## src/rtl/reg_dump_streamer.sv

```systemverilog
// reg_dump_streamer: walks a register file through its debug read port and
// streams every word to a UART transmitter, MS byte first, behind a 0xA5
// header byte. Uses a valid/ready byte handshake and stalls freely on the UART.
module reg_dump_streamer #(
    parameter int WIDTH    = 32,
    parameter int NUM_REGS = 32
) (
    input  logic             clk,
    input  logic             reset,
    input  logic             start,
    output logic [4:0]       dbg_sel,
    input  logic [WIDTH-1:0] dbg_data,
    output logic [7:0]       tx_data,
    output logic             tx_valid,
    input  logic             tx_ready,
    output logic             busy,
    output logic             done
);
    localparam int NBYTES = WIDTH / 8;
    localparam int CW     = (NBYTES > 1) ? $clog2(NBYTES) : 1;
    localparam logic [CW-1:0] LAST_BYTE = CW'(NBYTES - 1);
    localparam logic [4:0]    LAST_REG  = 5'(NUM_REGS - 1);

    typedef enum logic [2:0] {
        S_IDLE,
        S_HEADER,
        S_LOAD,
        S_SEND,
        S_DONE
    } state_t;

    state_t            r_state;
    state_t            w_next;
    logic [CW-1:0]     r_byte;
    logic [4:0]        r_idx;
    logic [WIDTH-1:0]  r_shift;
    logic              w_last_byte;

    assign w_last_byte = (r_byte == LAST_BYTE);

    // State register; reset drops straight back to IDLE so an aborted dump never resumes.
    always_ff @(posedge clk or posedge reset) begin
        if (reset) r_state <= S_IDLE;
        else       r_state <= w_next;
    end

    // Next state and all outputs decode from the current state only.
    always_comb begin
        w_next   = r_state;
        tx_valid = 1'b0;
        tx_data  = 8'h00;
        busy     = 1'b0;
        done     = 1'b0;
        dbg_sel  = r_idx;
        case (r_state)
            S_IDLE: begin
                dbg_sel = 5'd0;
                if (start) w_next = S_HEADER;
            end
            S_HEADER: begin
                busy     = 1'b1;
                tx_valid = 1'b1;
                tx_data  = 8'hA5;
                if (tx_ready) w_next = S_LOAD;
            end
            S_LOAD: begin
                busy   = 1'b1;
                w_next = S_SEND;
            end
            S_SEND: begin
                busy     = 1'b1;
                tx_valid = 1'b1;
                tx_data  = r_shift[WIDTH-1 -: 8];
                if (tx_ready && w_last_byte)
                    w_next = (r_idx == LAST_REG) ? S_DONE : S_LOAD;
            end
            S_DONE: begin
                done   = 1'b1;
                w_next = S_IDLE;
            end
            default: w_next = S_IDLE;
        endcase
    end

    // Datapath: snapshot the word in LOAD, then shift one byte out per acceptance.
    always_ff @(posedge clk or posedge reset) begin
        if (reset) begin
            r_byte  <= '0;
            r_idx   <= '0;
            r_shift <= '0;
        end else begin
            case (r_state)
                S_IDLE: begin
                    if (start) begin
                        r_byte <= '0;
                        r_idx  <= '0;
                    end
                end
                S_LOAD: begin
                    r_shift <= dbg_data;
                    r_byte  <= '0;
                end
                S_SEND: begin
                    if (tx_ready) begin
                        r_shift <= r_shift << 8;
                        if (w_last_byte) begin
                            r_byte <= '0;
                            if (r_idx != LAST_REG) r_idx <= r_idx + 5'd1;
                        end else begin
                            r_byte <= r_byte + CW'(1);
                        end
                    end
                end
                default: ;
            endcase
        end
    end
endmodule

```

## config.mk

```make
export PLATFORM = sky130hd
export DESIGN_NAME = reg_dump_streamer
export DESIGN_NICKNAME = d
export VERILOG_FILES = /design/src/rtl/reg_dump_streamer.sv
export SDC_FILE = /design/constraint.sdc
export NUM_CORES = 1
export LEC_CHECK = 0
export CAP_MARGIN = 20
export CORE_ASPECT_RATIO = 0.9
export CORE_MARGIN = 4
export CORE_UTILIZATION = 44
export CTS_CLUSTER_SIZE = 28
export DETAILED_ROUTE_END_ITERATION = 16
export GPL_ROUTABILITY_DRIVEN = 0
export GPL_TIMING_DRIVEN = 0
export PLACE_DENSITY = 0.75
export SLEW_MARGIN = 10
export SYNTH_ARGS = -nofsm -noshare
export SYNTH_HDL_FRONTEND = slang
export SYNTH_SLANG_ARGS = --single-unit
```

## constraint.sdc

```tcl
create_clock -name clk -period 1.6 [get_ports clk]
set_input_delay 0.32 -clock clk [delete_from_list [all_inputs] [get_ports clk]]
set_output_delay 0.32 -clock clk [all_outputs]
set_load 0.05 [all_outputs]
```

==> flow_summary_export.csv <==
group,metric,value,unit
status,status,"finished with violations",
status,violations,"setup timing",
placement,io_buffers,51,
power_and_ir_drop,ir_worst_vdd,0.00117,V
drt,drt_first_iter_violations,120,
drt,vias_per_cell,5.21,
global_routing,use_met2,28.3,%
cells_and_area,finalNetCount,298,
floorplan,dieArea,6040,um^2
cells_and_area,antenna_cells,0,
sta,skew,0.00550,ns
critical_path,cp_max_fo,6,
clocking,cts.htree.levels,2,
drt,num_vias,1666,
placement,hpwlAfterDp,3310,um
yosys,syn_nets,217,
min_path,hold_class,"in2async",
clocking,cts-buffers-inserted,5,
sta,finalHoldViolations,0,
critical_path,required,1.28,ns
cells_and_area,fill_cells,305,
floorplan,die_h,74.1,um
yosys,avgSynthCellArea,12.0,um^2
clocking,clk_pin_slew_worst_paths,0.08,ns
clocking,insertion_delay,0.28,ns
drt,wl,5290,um
sta,fin_ws,-0.130,ns
floorplan,pin_count,52,
drt,routedWlPerCell,16.5,um
yosys,post_synth_num_cell_types,28,
floorplan,start_util,46.7,%
clocking,holdBufCountCts,0,
yosys,synth_cells,178,
global_routing,grt_start_max_net_pins,34,
floorplan,fp.dieW,81.5,um
cells_and_area,final_layout_size_suffix_gt1_share,47.3,%
global_routing,busiest_layer,"met2",
sta,tightest_slew,0.570,ns
run,drv_cap,0,
global_routing,use_met1,24.0,%
clocking,cts.sinks,42,
global_routing,gr-usage-met3,3.39,%
yosys,ys_warn_count,0,
sta,min_period_over_period,108,%
sta,setup_viol,30,
yosys,syn_area,2140,um^2
global_routing,antenna_found_initial,0,
global_routing,grt_pass1_vias,1625,
global_routing,grt_pass1_wl,7870,um
drt,ant_nets,0,
critical_path,start_kind,"register",
power_and_ir_drop,finalPower,5.32,mW
sta,slew_violations,0,
floorplan,rows,23,
cells_and_area,syn2layout_area_growth,53.1,%
critical_path,critPathCaptureType,"output pin",
power_and_ir_drop,leakage,1.56,nW
sta,rsz0062_at_grt,"true",
yosys,async_reset_ff_share,100,%
yosys,synthFlopType,"dfrtp_1",
clocking,cts_tree,"done",
power_and_ir_drop,p_per_area,1620,nW/um^2
sta,post-route-min-period,1.73,ns
critical_path,arrival,1.41,ns
global_routing,overflow,0,
clocking,cts_buffer_depth,2,
yosys,ys_seq_elements,42,
sta,relSlewSlack,61.9,%
sta,clock.fmax,578,MHz
critical_path,worst-setup-path-type,"reg2out",
clocking,root_buffer,"clkbuf_8",
yosys,synth-edff-count,0,
drt,drc,0,
floorplan,core,4580,um^2
yosys,yosysSeqAreaShare,49.2,%
placement,place_ws,-0.852,ns
drt,drtPass1Iterations,4,
global_routing,grt.total_usage,17.4,%
==> critical path, stage by stage, from the launching register on <==
cell and delay (ns):
dfrtp_1 0.43, and3b_2 0.27, buf_6 0.14, and2_4 0.14, buf_8 0.14
==> layout make-up <==
cell class	count	area (um^2)	area share, %
Buffer	10	116	3.56
Clock buffer	6	82.6	2.52
Inverter	10	37.5	1.15
Multi-Input combinational cell	115	1140	34.8
Sequential cell	42	1050	32.2
Tap cell	62	77.6	2.37
Timing Repair Buffer	75	767	23.4
==> final timing paths <==
check / slack, ns / cells past startpoint / to / from
worst max-delay path: -0.13 / 4 / tx_data[3] / r_state[0]
worst min-delay path: 0.27 / 2 / r_shift[28] / reset
max in group asynchronous: 0.87 / 3 / r_state[1] / reset
worst max register to register: -0.05 / 5 / r_shift[17] / r_state[1]
worst min register to register: 0.51 / 1 / r_shift[7] / r_shift[7]
min in group clk: 0.51 / 1 / r_shift[7] / r_shift[7]
==> state kept, by name, indices dropped and copies added (netlist names) <==
signal / cells
r_idx: 5
r_shift: 32
r_state: 3
r_byte: 2
==> metal layers <==
metal  part of all wire (%)  routed length, um
met5                      0                  0
met1                     46               2460
met4                   0.68                 36
met3                    4.4                233
met2                     48               2560
==> stage by stage <==
step	TNS, ns	cells	util, %	hold WS [ns]	instance area [um^2]
detailed placement	-21.72	292	60.3	0.486	2760
finish	-1.66	320	71.5	0.270	3270
global placement	-45.73	291	59.8	0.480	2740
floorplan	-1.56	178	-	0.431	2150
CTS	-1.34	312	68.1	0.274	3120
global route	-3.10	320	71.5	0.279	3270
==> cells in the mapped netlist (all sizes together), types with 4 or more instances <==
library cell | number | area (um^2)
nor2 | 6 | 22.5
nand2 | 4 | 15.0
mux2i | 11 | 110
a22o | 9 | 80.1
nand2b | 6 | 37.5
and2 | 6 | 37.5
a21oi | 7 | 35.0
inv | 10 | 37.5
buf | 9 | 56.3
dfrtp | 42 | 1050
mux2 | 41 | 462
==> cells in the final DEF (no fill, tap or decap), drive strengths merged, types with 4 or more instances in the layout <==
cell type      Yosys  layout
mux2              41      41
mux2i             11      11
clkbuf             2       8
and2               6       6
clkdlybuf4s50      0      34
inv               10      10
nand2              4       4
dfrtp             42      42
a21oi              7       7
nand2b             6       6
nor2               6       6
buf                9      48
a22o               9       9
==> power by group <==
group          switching (mW)  leakage (nW)  total, mW  internal, mW
logic                    1.45         0.971       2.96          1.51
clock network           0.344        0.0431      0.677         0.333
registers               0.232         0.545       1.68          1.45
==> cell families after synthesis <==
| kind of cell | after synthesis | share of synthesized area (%) |
|---|---|---|
| AO/OA/AOI/OAI | 24 | 8.02 |
| multiplexers | 52 | 26.8 |
| buffers and inverters | 21 | 4.74 |
| flip-flops | 42 | 49.2 |
| AND/OR/NAND/NOR | 36 | 9.54 |
| adder cells (fa/ha/maj) | 3 | 1.76 |
==> what timing repair did <==
item,in CTS,in global routing
gates resized for setup,157,24
buffers inserted,14,9
pin swaps,8,5
cloned,1,0
endpoints found under the setup margin,45,41
Note: power is estimated with default switching activity, not from simulation.
